File: src/rtl/mem_arb_pkg.sv
// Shared definitions for the unified memory arbiter: FSM state encoding,
// grant-select codes and the default fetch-starvation limit.
package mem_arb_pkg;

    typedef enum logic [1:0] {
        ST_IDLE   = 2'd0,
        ST_BUSY_I = 2'd1,
        ST_BUSY_D = 2'd2
    } arb_state_t;

    typedef enum logic [1:0] {
        GNT_NONE = 2'd0,
        GNT_IF   = 2'd1,
        GNT_D    = 2'd2
    } arb_gnt_t;

    // Consecutive data grants tolerated while a fetch waits.
    localparam int DEF_STARVE_MAX = 4;

    // Counter width; covers the legal limit range 1..15.
    localparam int STARVE_W = 4;

endpackage

File: src/rtl/mem_arb_starve_cnt.sv
// Saturating count of data grants made while a fetch is waiting.
// at_max tells the arbiter to hand the next contested slot to fetch.
module mem_arb_starve_cnt
    import mem_arb_pkg::*;
#(
    parameter int MAX = DEF_STARVE_MAX
) (
    input  logic clk,
    input  logic rst,
    input  logic inc,
    input  logic clr,
    output logic at_max
);

    localparam logic [STARVE_W-1:0] MAX_V = STARVE_W'(MAX);

    logic [STARVE_W-1:0] cnt;

    // Clear has priority; increment stops at the limit.
    always_ff @(posedge clk) begin
        // NOTE: sequential state uses non-blocking assignments so every
        // register samples pre-edge values, whatever the block order.
        if (rst) begin
            cnt <= '0;
        end else if (clr) begin
            cnt <= '0;
        end else if (inc && (cnt != MAX_V)) begin
            cnt <= cnt + 1'b1;
        end
    end

    assign at_max = (cnt == MAX_V);

endmodule

File: src/rtl/unified_mem_arbiter.sv
// Arbitrates one single-port memory between instruction fetch and data
// access. Data has priority; a starvation counter forces fetch through
// after STARVE_MAX contested data grants. A flush while a fetch is in
// flight lets the memory access finish but swallows its valid pulse.
module unified_mem_arbiter
    import mem_arb_pkg::*;
#(
    parameter int STARVE_MAX = DEF_STARVE_MAX,
    parameter int AW         = 32,
    parameter int DW         = 32
) (
    input  logic          clk,
    input  logic          rst,
    // fetch side
    input  logic          if_req,
    input  logic [AW-1:0] if_addr,
    output logic [DW-1:0] if_rdata,
    output logic          if_valid,
    output logic          if_stall,
    input  logic          flush,
    // data side
    input  logic          d_req,
    input  logic          d_we,
    input  logic          d_sb,
    input  logic          d_lb,
    input  logic          d_lbu,
    input  logic [AW-1:0] d_addr,
    input  logic [DW-1:0] d_wdata,
    output logic [DW-1:0] d_rdata,
    output logic          d_valid,
    output logic          d_stall,
    // memory side
    output logic          mem_req,
    output logic          mem_we,
    output logic          mem_sb,
    output logic          mem_lb,
    output logic          mem_lbu,
    output logic [AW-1:0] mem_addr,
    output logic [DW-1:0] mem_wdata,
    input  logic [DW-1:0] mem_rdata,
    input  logic          mem_ack
);

    arb_state_t state;
    arb_gnt_t   gnt;
    logic       kill;
    logic       starve_at_max;
    logic       d_elig;
    logic       i_elig;
    logic       starve_inc;
    logic       starve_clr;

    // A requester whose valid is pulsing this cycle is still holding its
    // old request, so it must not be granted again.
    assign d_elig = d_req && !d_valid;
    assign i_elig = if_req && !if_valid && !flush;

    // Pick a winner in IDLE: data first unless fetch has been starved.
    always_comb begin
        // NOTE: default assignment first so no path leaves gnt unassigned
        // and no latch is inferred.
        gnt = GNT_NONE;
        if (state == ST_IDLE) begin
            if (d_elig && !(i_elig && starve_at_max)) begin
                gnt = GNT_D;
            end else if (i_elig) begin
                gnt = GNT_IF;
            end
        end
    end

    assign starve_inc = (gnt == GNT_D) && if_req;
    assign starve_clr = (gnt == GNT_IF) || ((state == ST_IDLE) && !if_req);

    mem_arb_starve_cnt #(
        .MAX (STARVE_MAX)
    ) u_starve (
        .clk    (clk),
        .rst    (rst),
        .inc    (starve_inc),
        .clr    (starve_clr),
        .at_max (starve_at_max)
    );

    // Grant, hold the memory request until ack, then return data and pulse valid.
    always_ff @(posedge clk) begin
        if (rst) begin
            state     <= ST_IDLE;
            kill      <= 1'b0;
            mem_req   <= 1'b0;
            mem_we    <= 1'b0;
            mem_sb    <= 1'b0;
            mem_lb    <= 1'b0;
            mem_lbu   <= 1'b0;
            mem_addr  <= '0;
            mem_wdata <= '0;
            if_rdata  <= '0;
            d_rdata   <= '0;
            if_valid  <= 1'b0;
            d_valid   <= 1'b0;
        end else begin
            if_valid <= 1'b0;
            d_valid  <= 1'b0;
            case (state)
                ST_IDLE: begin
                    kill <= 1'b0;
                    if (gnt == GNT_D) begin
                        mem_req   <= 1'b1;
                        mem_we    <= d_we;
                        mem_sb    <= d_sb;
                        mem_lb    <= d_lb;
                        mem_lbu   <= d_lbu;
                        mem_addr  <= d_addr;
                        mem_wdata <= d_wdata;
                        state     <= ST_BUSY_D;
                    end else if (gnt == GNT_IF) begin
                        mem_req   <= 1'b1;
                        mem_we    <= 1'b0;
                        mem_sb    <= 1'b0;
                        mem_lb    <= 1'b0;
                        mem_lbu   <= 1'b0;
                        mem_addr  <= if_addr;
                        mem_wdata <= '0;
                        state     <= ST_BUSY_I;
                    end
                end
                ST_BUSY_I: begin
                    if (mem_ack) begin
                        mem_req  <= 1'b0;
                        if_rdata <= mem_rdata;
                        // A redirect seen earlier or right now makes this word stale.
                        if_valid <= !(kill || flush);
                        kill     <= 1'b0;
                        state    <= ST_IDLE;
                    end else if (flush) begin
                        kill <= 1'b1;
                    end
                end
                ST_BUSY_D: begin
                    if (mem_ack) begin
                        mem_req <= 1'b0;
                        if (!mem_we) begin
                            d_rdata <= mem_rdata;
                        end
                        d_valid <= 1'b1;
                        state   <= ST_IDLE;
                    end
                end
                default: begin
                    state <= ST_IDLE;
                end
            endcase
        end
    end

    assign if_stall = if_req && !if_valid;
    assign d_stall  = d_req && !d_valid;

endmodule
File: config.mk
export PLATFORM = sky130hd
export DESIGN_NAME = unified_mem_arbiter
export DESIGN_NICKNAME = d
export VERILOG_FILES = /design/src/rtl/mem_arb_pkg.sv /design/src/rtl/mem_arb_starve_cnt.sv /design/src/rtl/unified_mem_arbiter.sv
export SDC_FILE = /design/constraint.sdc
export NUM_CORES = 1
export LEC_CHECK = 0
export CAP_MARGIN = 20
export CORE_MARGIN = 3
export CORE_UTILIZATION = 45
export CTS_BUF_LIST = sky130_fd_sc_hd__clkbuf_8
export DETAILED_ROUTE_END_ITERATION = 10
export HOLD_SLACK_MARGIN = 0.12
export PLACE_DENSITY_LB_ADDON = 0.1
export SLEW_MARGIN = 30
export SYNTH_ARGS = -nofsm -noshare
export SYNTH_HDL_FRONTEND = slang
export SYNTH_SLANG_ARGS = --single-unit
File: constraint.sdc
create_clock -name clk -period 4.2 [get_ports clk]
set_clock_uncertainty 0.15 [all_clocks]
set_input_delay 0.84 -clock clk [delete_from_list [all_inputs] [get_ports clk]]
set_output_delay 0.84 -clock clk [all_outputs]
set_load 0.1 [all_outputs]
==> flow_summary.json <==
{
  "synth_cell_types": 31,
  "cts.reportedPaths.clkPinSlew_ns": 0.07,
  "p_seq_share_pct": 26.0,
  "holdCritPathClass": "reg -> reg",
  "switchingPower_w": 0.003546,
  "max_slew.worst_pin.slew_ns": 1.040,
  "drtPass1Iterations": 5,
  "gr-total-overflow": 0,
  "via_per_inst": 5.065,
  "holdPathStages": 1,
  "fmax_ghz": 0.3206,
  "setup_viol": 0,
  "async_flop_share_pct": 0,
  "cts_buffers": 17,
  "layout-area-overhead-vs-synth_pct": 55.40,
  "drive_gt1_share_pct": 7.969,
  "dpl.cell_count": 1054,
  "cellInternalPower_w": 0.003281,
  "path_class": "in -> reg",
  "drv_cap": 0,
  "worstPathCellList": "clkdlybuf4s50_1 > nor3b_1 > nand2_1 > and3_1 > ha_4 > and2b_4 > buf_12 > nor2_1 > a211oi_2",
  "grtUsageTotal_pct": 24.25,
  "hold_viol": 0,
  "root_buffer": "clkbuf_8",
  "synth_top_cell_by_area": "dfxtp_1",
  "post_cts_resized": 0,
  "placementRows": 40,
  "multi_input_area_sq_mm": 0.002559,
  "cp.required_ns": 4.41,
  "synth_nets": 802,
  "switching_share_pct": 51.94,
  "critPathCaptureType": "flop",
  "synth_cells": 656,
  "drtIter0Drc": 329,
  "cts_hold_buffers": 0,
  "status": "complete, no violations",
  "dieArea_sq_mm": 0.01410,
  "path_max_fanout": 46,
  "layout_commonest_cell": "clkdlybuf4s50_1",
  "fin_crit_sh_pct": 74.27,
  "wire_per_inst_um": 15.88,
  "grt_pass1_wl_um": 27830,
  "post-cts-setup-buffers": 0,
  "io-pin-count": 275,
  "netlist_area_sq_mm": 0.005720,
  "r2r_cells": 9,
  "start_util_pct": 46.84,
  "cp-start-kind": "input port",
  "core_sq_mm": 0.01221,
  "leakagePower_nw": 3.116,
  "post-dp-hpwl_um": 12570,
  "synth_seq_cells": 142,
  "routed_wl_um": 17220,
  "min_period_ns": 3.119,
  "die_w_um": 118.8,
  "syn_avg_cell_area_sq_um": 8.720,
  "rrSetupSlack_ns": 1.22,
  "clk_latency_ns": 0.44,
  "antenna_found_initial": 0,
  "yosysWarnings": 0,
  "first_global_vias": 5615,
  "pwr-share-clk_pct": 16.9,
  "rsz0062_at_grt": "false",
  "route.detailed.drc": 0,
  "clk_path_buf_depth": 2,
  "synth_edf_count": 0,
  "final_cells": 1084,
  "ys.flop_type": "dfxtp_1",
  "io_buffers": 274,
  "p_comb_share_pct": 57.1,
  "grt_max_degree": 79,
  "tns_ns": 0,
  "most-common-layout-cells": "271 x clkdlybuf4s50_1, 169 x nand2_1, 142 x dfxtp_1",
  "critical_path.max_stage_delay_ns": 0.53,
  "gp_congestion": 0.8046,
  "cp_slowest_cell": "clkdlybuf4s50_1",
  "die_h_um": 118.8,
  "clock_sinks": 142,
  "cts_max_level": 4,
  "vias": 5490,
  "synth_area_leaders": "dfxtp_1 50%, nand2_1 11%, a21oi_1 9.2%",
  "nNetsFinal": 1051,
  "cts_tree": "built",
  "arrival_ns": 3.33,
  "seq_area_sq_mm": 0.002843,
  "slew_viol_final": 0,
  "relSlewSlack_pct": 30.43,
  "yosysTopAreaCellShare_pct": 49.69,
  "antenna_cells": 0,
  "n_fill_cell": 957,
  "ys_seq_area_share_pct": 49.69,
  "power_density_mw_per_mm2": 768.0,
  "vdd_ir_drop_max_uv": 338.9,
  "antenna_left": 0
}
==> cell type report <==
class                      count  share of cell area, %
inverter                       5                 0.2111
tap                          168                  2.365
clock buffer                  18                  2.787
sequential                   142                  31.98
timing repair buffer         283                  31.95
multi-input combinational    456                  28.78
clock inverter                12                  1.928
==> worst max-delay path, delay by kind of cell <==
kind | cells | cell delay, ns
adder cells (fa/ha/maj) | 1 | 0.23
AND/OR/NAND/NOR | 5 | 1.23
AO/OA/AOI/OAI | 1 | 0.19
buffers and inverters | 2 | 0.82
==> Yosys cell counts (3+ instances only) <==
cell type,n
nand3_1,45
and3_1,3
nor2_1,35
buf_6,9
buf_2,15
nand3b_1,3
inv_1,5
buf_4,7
a21oi_1,105
ha_1,8
nand2b_1,4
a211oi_2,31
clkbuf_1,19
o21ai_0,3
mux2i_1,34
dfxtp_1,142
nand2_1,169
nor2b_1,3
==> cell families after synthesis <==
family                   share of synthesized area, %
AO/OA/AOI/OAI                                   16.82
multiplexers                                    5.949
buffers and inverters                           5.840
adder cells (fa/ha/maj)                         1.750
AND/OR/NAND/NOR                                 19.95
flip-flops                                      49.69
==> worst paths after layout <==
kind | end | from
worst min register to register | if_valid$_SDFF_PP0_ | kill$_SDFFE_PP0P_
worst max-delay path | mem_addr[12]$_SDFFE_PP0P_ | if_req
worst min-delay path | if_valid$_SDFF_PP0_ | kill$_SDFFE_PP0P_
worst max register to register | mem_addr[3]$_SDFFE_PP0P_ | u_starve.cnt[0]$_SDFFE_PP0P_
==> layer usage <==
metal,share of wire [%],vias up,global-route usage (%)
met4,2.4,0,9.776
met5,0,-,0
met3,8.2,30,9.139
li1,-,2707,-
met2,51,187,42.49
met1,38,2566,26.29
==> power by group through the flow <==
stage | clock network, W | registers [W] | logic, W
after floorplan | 0 | 0.00370 | 0.00119
after global placement | 0 | 0.00179 | 0.00386
after detailed placement | 0 | 0.00181 | 0.00391
after CTS | 0.00117 | 0.00178 | 0.00392
after global routing | 0.00122 | 0.00181 | 0.00408
final | 0.00115 | 0.00178 | 0.00390
==> registers in the layout (all words and copies together) (netlist names) <==
signal	flops
if_valid	1
mem_wdata	32
u_starve.cnt	4
mem_we	1
mem_sb	1
if_rdata	32
state	2
d_rdata	32
mem_req	1
mem_lbu	1
kill	1
mem_addr	32
d_valid	1
mem_lb	1
==> stage by stage <==
stage / total power (W) / cell area [sq um] / worst slack [ns] / util (%) / hold slack [ns]
finish: 0.006827 / 8890 / 1.081 / 72.80 / 0.2815
global route: 0.007112 / 8890 / 0.8840 / 72.80 / 0.3066
CTS: 0.006875 / 8890 / 1.097 / 72.80 / 0.2800
detailed placement: 0.005720 / 8471 / 0.6230 / 69.36 / 0.2685
global placement: 0.005649 / 8471 / 0.7282 / 69.36 / 0.2597
floorplan: 0.004893 / 5720 / 0.3948 / - / 0.2483
No activity file was read; power rests on OpenSTA's default activity.
